<file path="src/rtl/regfile_sb_pkg.sv">
// Shared sizing defaults and constants for the scoreboarded ID-stage register file.
package regfile_sb_pkg;

  localparam int unsigned REG_DATA_WIDTH = 64;
  localparam int unsigned REG_SIZE       = 32;
  localparam int unsigned REG_ADDR_WIDTH = $clog2(REG_SIZE);
  localparam int unsigned ZERO_REG       = 0;

endpackage

</file>
<file path="src/rtl/regfile_bypass_mux.sv">
// Per-read-port operand select: x0 masking, write-port bypass (highest port wins), busy masking.
module regfile_bypass_mux
  import regfile_sb_pkg::*;
#(
  parameter int unsigned DATA_W = REG_DATA_WIDTH,
  parameter int unsigned ADDR_W = REG_ADDR_WIDTH,
  parameter int unsigned NUM_WR = 1
) (
  input  logic [ADDR_W-1:0]        rd_addr_i,
  input  logic [DATA_W-1:0]        stored_i,
  input  logic                     busy_i,
  input  logic [NUM_WR-1:0]        wr_en_i,
  input  logic [NUM_WR*ADDR_W-1:0] wr_addr_i,
  input  logic [NUM_WR*DATA_W-1:0] wr_data_i,
  output logic [DATA_W-1:0]        rd_data_o,
  output logic                     rd_busy_o
);

  logic              hit;
  logic [DATA_W-1:0] byp_data;

  // Later ports overwrite earlier matches, giving the highest index priority.
  always_comb begin
    hit      = 1'b0;
    byp_data = stored_i;
    for (int w = 0; w < NUM_WR; w++) begin
      if (wr_en_i[w] && (wr_addr_i[w*ADDR_W +: ADDR_W] == rd_addr_i)) begin
        hit      = 1'b1;
        byp_data = wr_data_i[w*DATA_W +: DATA_W];
      end
    end
  end

  always_comb begin
    rd_data_o = byp_data;
    rd_busy_o = busy_i && !hit;
    if (rd_addr_i == ADDR_W'(ZERO_REG)) begin
      rd_data_o = '0;
      rd_busy_o = 1'b0;
    end
  end

endmodule

</file>
<file path="src/rtl/regfile_sb.sv">
// Multi-port integer register file with same-cycle write bypass and a pending-write scoreboard.
module regfile_sb
  import regfile_sb_pkg::*;
#(
  parameter  int unsigned DATA_W   = REG_DATA_WIDTH,
  parameter  int unsigned NUM_REGS = REG_SIZE,
  parameter  int unsigned NUM_RD   = 2,
  parameter  int unsigned NUM_WR   = 1,
  localparam int unsigned ADDR_W   = $clog2(NUM_REGS)
) (
  input  logic                     clk,
  input  logic                     reset,
  input  logic [NUM_RD*ADDR_W-1:0] rd_addr_i,
  output logic [NUM_RD*DATA_W-1:0] rd_data_o,
  output logic [NUM_RD-1:0]        rd_busy_o,
  input  logic [NUM_WR-1:0]        wr_en_i,
  input  logic [NUM_WR*ADDR_W-1:0] wr_addr_i,
  input  logic [NUM_WR*DATA_W-1:0] wr_data_i,
  input  logic                     iss_en_i,
  input  logic [ADDR_W-1:0]        iss_addr_i,
  input  logic                     flush_i,
  output logic [ADDR_W:0]          busy_cnt_o
);

  localparam int unsigned CNT_W = ADDR_W + 1;

  logic [DATA_W-1:0]   mem_q [NUM_REGS];
  logic [DATA_W-1:0]   mem_d [NUM_REGS];
  logic [NUM_REGS-1:0] busy_q;
  logic [NUM_REGS-1:0] busy_d;
  logic [CNT_W-1:0]    busy_cnt_q;

  function automatic logic [CNT_W-1:0] popcount(input logic [NUM_REGS-1:0] v);
    logic [CNT_W-1:0] c;
    c = '0;
    for (int i = 0; i < NUM_REGS; i++) c = c + CNT_W'(v[i]);
    return c;
  endfunction

  // Register writes: later ports applied last so port 1 wins on a collision.
  always_comb begin
    mem_d = mem_q;
    for (int w = 0; w < NUM_WR; w++) begin
      if (wr_en_i[w] && (wr_addr_i[w*ADDR_W +: ADDR_W] != ADDR_W'(ZERO_REG))) begin
        mem_d[wr_addr_i[w*ADDR_W +: ADDR_W]] = wr_data_i[w*DATA_W +: DATA_W];
      end
    end
    mem_d[ZERO_REG] = '0;
  end

  // Scoreboard: writeback clears, a same-cycle issue re-arms, flush overrides everything.
  always_comb begin
    busy_d = busy_q;
    for (int w = 0; w < NUM_WR; w++) begin
      if (wr_en_i[w]) busy_d[wr_addr_i[w*ADDR_W +: ADDR_W]] = 1'b0;
    end
    if (iss_en_i) busy_d[iss_addr_i] = 1'b1;
    if (flush_i) busy_d = '0;
    busy_d[ZERO_REG] = 1'b0;
  end

  always_ff @(posedge clk or posedge reset) begin
    if (reset) begin
      mem_q      <= '{default: '0};
      busy_q     <= '0;
      busy_cnt_q <= '0;
    end else begin
      mem_q      <= mem_d;
      busy_q     <= busy_d;
      busy_cnt_q <= popcount(busy_d);
    end
  end

  assign busy_cnt_o = busy_cnt_q;

  for (genvar p = 0; p < NUM_RD; p++) begin : g_rd
    logic [ADDR_W-1:0] addr;
    logic [DATA_W-1:0] data;
    logic              busy;

    assign addr = rd_addr_i[p*ADDR_W +: ADDR_W];

    regfile_bypass_mux #(
      .DATA_W (DATA_W),
      .ADDR_W (ADDR_W),
      .NUM_WR (NUM_WR)
    ) u_mux (
      .rd_addr_i (addr),
      .stored_i  (mem_q[addr]),
      .busy_i    (busy_q[addr]),
      .wr_en_i   (wr_en_i),
      .wr_addr_i (wr_addr_i),
      .wr_data_i (wr_data_i),
      .rd_data_o (data),
      .rd_busy_o (busy)
    );

    // Reads are blanked while reset is held so a pending bypass cannot leak out.
    assign rd_data_o[p*DATA_W +: DATA_W] = reset ? '0 : data;
    assign rd_busy_o[p]                  = reset ? 1'b0 : busy;
  end

endmodule

</file>
<file path="config.mk">
export PLATFORM = sky130hd
export DESIGN_NAME = regfile_sb
export DESIGN_NICKNAME = d
export VERILOG_FILES = /design/src/rtl/regfile_sb_pkg.sv /design/src/rtl/regfile_bypass_mux.sv /design/src/rtl/regfile_sb.sv
export SDC_FILE = /design/constraint.sdc
export NUM_CORES = 2
export LEC_CHECK = 0
export CAP_MARGIN = 20
export CORE_UTILIZATION = 53
export DETAILED_ROUTE_END_ITERATION = 10
export PLACE_DENSITY = 0.72
export SLEW_MARGIN = 20
export SYNTH_ARGS = -nofsm -noshare
export SYNTH_HDL_FRONTEND = slang
export SYNTH_SLANG_ARGS = --single-unit
</file>
<file path="constraint.sdc">
create_clock -name clk -period 59.3 [get_ports clk]
set_input_delay 5.93 -clock clk [delete_from_list [all_inputs] [get_ports clk]]
set_output_delay 5.93 -clock clk [all_outputs]
set_load 0.1 [all_outputs]
</file>
# Word level (Yosys, flattened, before mapping)
# Index checks and enable logic that the tools add are counted.
[word_totals] reg_bits=2021 elab_cells=126
[op_classes] add_sub_neg=30 n_lt_le_gt_ge=10 n_eq_ne=2 mux=32 bitwise=6 n_reduce_logical=13
[op_table] op="$bwmux 2048" n=1
[op_table] op="$mux 64" n=11
[op_table] op="$bmux 64 s5" n=2
[op_table] op="$demux 64 s5" n=1
[op_table] op="$add 6x1->6" n=25
[op_table] op="$mux 32" n=3
[op_table] op="$and 32x32->32" n=1
[op_table] op="$not 32->32" n=1
[op_table] op="$or 32x32->32" n=1
[op_table] op="$lt 5x6->1 const B" n=4
[op_table] op="$ge 6x6->1 const B" n=3
[op_table] op="$not 5->6" n=3
[op_table] op="$bmux 1 s5" n=2
[op_table] op="$demux 1 s5" n=2
[op_table] op="$eq 5x5->1" n=2
[op_table] op="$ge 5x1->1 const B" n=2
[op_table] op="$logic_not 5->1" n=2
[op_table] op="$mux 1" n=10
[op_table] op="$logic_and 1x1->1" n=8
[op_table] op="$add 5x1->6" n=1
[op_table] op="$lt 6x1->1 const B" n=1
[op_table] op="$add 4x1->5" n=1
[op_table] op="$reduce_bool 5->1" n=1
[op_table] op="$add 3x1->4" n=1
[op_table] op="other kinds (3)" n=4

# Depth between registers and ports, before layout
[logic_depth] depth_word=40 ltp_mapped=24

# Hierarchy
# A second synthesis with hierarchy kept.
[unflattened] hier_cells=8027 area_unflattened_um2=113333.7
[modules_own_cells] module="regfile_sb" n_inst=1 cells_each=7547 area_per_inst_um2=110471.0 seq_area_each_um2=50573.5
[modules_own_cells] module="regfile_bypass_mux" n_inst=2 cells_each=240 area_per_inst_um2=1431.4 seq_area_each_um2=0.0

# Least setup slack after synthesis
# OpenSTA, ideal clock, no wires.
[synth_timing] kind="input to output" startpoint="in rd_addr_i[5]" endpoint="out rd_data_o[116]" arrival_time_ps=9627 path_slack_ps=43743 cell_stages=9 cell_sequence="buf_2 -> buf_4 -> buf_4 -> buf_4 -> buf_2 -> a211oi_1 -> a2111oi_0 -> a211oi_1 -> o32ai_1"
[synth_via] elab_chain_cells=7
[synth_rtl] item="start: declaration" line_no="regfile_sb.sv:13" rtl="input logic [NUM_RD*ADDR_W-1:0] rd_addr_i,"
[synth_rtl] item="$not 5->6 (not written as such)" line_no="regfile_sb.sv:89" rtl=".stored_i (mem_q[addr]),"
[synth_rtl] item="$bmux 64 s5" line_no="regfile_sb.sv:89"
[synth_rtl] item="$mux 64 (not written as such) (2 in series)" line_no="regfile_sb.sv:89"
[synth_rtl] item="$mux 64" line_no="regfile_bypass_mux.sv:27" rtl="if (wr_en_i[w] && (wr_addr_i[w*ADDR_W +: ADDR_W] == rd_addr_i)) begin"
[synth_rtl] item="$mux 64 *" line_no="regfile_bypass_mux.sv:37" rtl="if (rd_addr_i == ADDR_W'(ZERO_REG)) begin"
[synth_rtl] item="$mux 64 *" line_no="regfile_sb.sv:99" rtl="assign rd_data_o[p*DATA_W +: DATA_W] = reset ? '0 : data;"
[synth_rtl] item="end: declaration" line_no="regfile_sb.sv:14" rtl="output logic [NUM_RD*DATA_W-1:0] rd_data_o,"
# Every way passes the cells marked *; elsewhere a longest branch is shown, timed or not. The select of a mux whose other input is x is not followed.

# Final worst setup path
[layout_timing] startpoint="in rd_addr_i[0]" endpoint="out rd_data_o[43]"
# The elaborated chain is that of the path after synthesis.

==> results.py <==
metrics = {
    "timing": {
        "skew_ps": 3.80,
        "hold_viol": 0,
        "rsz0062_at_grt": "no",
        "layout_min_cycle_time_ps": 18400,
        "setup_violations": 0,
        "final_max_slew_viol_count": 0,
        "max_freq_mhz": 54.4,
        "period_share_pct": 31.0,
        "slew-limit-headroom_pct": 14.0,
        "tns_ps": 0,
        "tightest_slew_ps": 1290,
    },
    "setup_path": {
        "crit_type": "in2out",
        "critical_path.max_fanout": 62,
        "cp_data_arrival_time_ps": 12470,
        "critPathLaunchType": "input pin",
        "end_kind": "primary output",
        "critPathRequiredTime_ps": 53370,
    },
    "finish": {
        "drive_above_1_share_pct": 47.7,
        "final_nets": 7456,
        "final_cell_area_sq_um": 121000,
        "syn2layout_area_growth_pct": 10.2,
    },
    "yosys": {
        "synth_area_leaders": "dfrtp_1, mux2_2, mux4_2",
        "avgSynthCellArea_sq_um": 14.6,
        "synth_top_area_share_pct": 45.9,
        "synth_area_sq_um": 110000,
        "syn-num-nets": 7646,
        "ys_warn_count": 0,
        "ys_seq_area_share_pct": 45.9,
        "synth_top_area_cell": "dfrtp_1",
        "yosysUniqueCellTypes": 57,
        "synth-seq-cells": 2021,
        "syn_inst": 7527,
        "synth_edf_count": 0,
        "async_flop_share_pct": 100,
        "ys.flop_type": "dfrtp_1",
    },
    "clocking": {
        "post_cts_buffers": 0,
        "hold_buffers": 0,
        "clock-root-buffer": "clkbuf_16",
        "clock-sinks": 2021,
        "insertion_delay_ps": 870,
        "post_cts_resized": 0,
        "clockBufferDepth": 3,
        "path_clk_slew_ps": 60,
        "cts_tree": "done",
        "cts_buffers": 209,
        "htree_num_levels": 4,
    },
    "power_and_ir_drop": {
        "p_per_area_nw_per_um2": 34.0,
        "vdd_drop_max_v": 0.0000381,
        "p_leak_nw": 52.2,
    },
    "global_route": {
        "antenna_found_initial": 17,
        "grt_max_degree": 179,
        "grt_usage_pct": 35.0,
        "grt_pass1_wl_um": 533000,
        "grt_pass1_vias": 75400,
        "grt_remaining_overflow": 0,
    },
    "floorplan": {
        "start_util_pct": 53.3,
        "die_w_um": 458,
        "io_pins": 225,
        "row_count": 167,
        "dieHeight_um": 458,
        "die_area_sq_um": 210000,
        "core_sq_um": 207000,
    },
    "placed_design": {
        "io_buffers": 224,
        "place_area_sq_um": 114000,
        "place_congestion": 0.843,
        "hpwlAfterDp_um": 200000,
    },
    "drt": {
        "via_per_inst": 7.15,
        "vias": 73100,
        "totalWireLength_um": 364000,
        "drtIter0Drc": 9034,
        "postRouteAntennaNets": 0,
        "drc_errors": 0,
        "drt_pass1_iterations": 5,
        "wl_per_cell_um": 35.6,
    },
    "run": {
        "max-cap-violations": 0,
    },
    "hold_path": {
        "min_path_type": "reg2reg",
    },
    "outcome": {
        "status": "finished, final reports clean",
    },
}
[synthesized netlist by cell type, drive strengths merged, types with 30 or more instances]
cell    instances
mux4          882
a32o           30
dfrtp        2021
inv            42
a221oi        121
o22ai          94
buf           322
a211oi         39
clkbuf        507
nor2          120
a21oi          76
nor2b          61
mux2         2298
mux2i         198
o21ai         139
nor3           67
nand2         168
a22oi          70
[path summary, 6_finish.rpt]
kind	startpoint	to	slack (ps)	cells after the start
max	rd_addr_i[0]	rd_data_o[43]	40900	10
min	mem_q[719]$_DFFE_PP0P_	mem_q[719]$_DFFE_PP0P_	510	1
max reg2reg	busy_q[26]$_DFF_PP0_	busy_cnt_o[4]$_DFF_PP0_	53910	17
min reg2reg	mem_q[719]$_DFFE_PP0P_	mem_q[719]$_DFFE_PP0P_	510	1
max in group asynchronous	reset	mem_q[979]$_DFFE_PP0P_	49520	8
min in group asynchronous	reset	mem_q[1853]$_DFFE_PP0P_	5700	3
[power by group]
part,internal [W],switching (W)
Sequential,0.00165,0.000193
Combinational,0.000510,0.000410
Clock,0.000801,0.000575
Total,0.00296,0.00118
[layout make-up]
| type | instances | area (sq um) |
|---|---|---|
| inverter | 42 | 164 |
| fill | 15600 | 85400 |
| clock inverter | 65 | 830 |
| clock buffer | 317 | 6310 |
| sequential | 2021 | 50600 |
| antenna | 9 | 22.5 |
| multi-input combinational | 4635 | 56200 |
| tap | 2704 | 3380 |
| timing repair buffer | 428 | 4020 |
[worst max-delay path, cell delays in order]
cell and delay (ps):
buf_8 530, buf_4 730, buf_4 780, buf_4 800, buf_4 730, mux4_2 580
mux2_2 280, a221o_1 360, a32o_1 360, clkdlybuf4s50_1 1010
[placed cells by master (no fill, tap or decap), drive strengths merged, types with 14 or more instances in the layout]
cell type / n
clkbuf: 319
nand3: 17
o21ai: 139
nor3: 67
mux2: 2298
mux4: 882
a32o: 30
nand2b: 26
a21o: 14
a21oi: 76
a221o: 25
dfrtp: 2021
mux2i: 198
o221ai: 16
bufinv: 16
a2111oi: 24
o22ai: 94
nor2: 120
fa: 23
a211oi: 39
inv: 48
nor2b: 61
a221oi: 121
buf: 220
clkdlybuf4s50: 206
clkinv: 39
o31ai: 21
a22oi: 70
nand2: 168
[registers in the layout, indices dropped and copies added, names as in the netlist]
name and cells:
busy_q 31, busy_cnt_o 6, mem_q 1984
[stage by stage]
| step | util [%] | hold slack [ps] | cells | setup slack (ps) | power (W) |
|---|---|---|---|---|---|
| final | 58.7 | 507 | 10200 | 40900 | 0.00413 |
| after detailed placement | 55.2 | 492 | 9828 | 40890 | 0.00277 |
| after floorplan | - | 469 | 7527 | 25310 | 0.00254 |
| after global routing | 58.7 | 523 | 10200 | 40610 | 0.00429 |
| after global placement | 55.2 | 480 | 9826 | 40970 | 0.00272 |
| after CTS | 58.7 | 504 | 10200 | 40890 | 0.00413 |
[cell families after synthesis]
kind of cell    after synthesis  synth area share, %
fa+ha+maj                    30                0.497
xor+xnor                     13                0.103
flops                      2021                 45.9
mux                        3378                 43.3
simple gates                499                 2.12
compound gates              715                 4.62
buf+inv                     871                 3.51
[per-layer routing]
metal | up-vias | GRT usage, % | routed length (um)
li1 | 28700 | - | -
met3 | 1053 | 8.57 | 38300
met4 | 16 | 17.4 | 20900
met1 | 39200 | 46.3 | 137000
met2 | 4110 | 53.9 | 167000
met5 | - | 0 | 93
Power figures use the tool's default switching activity.
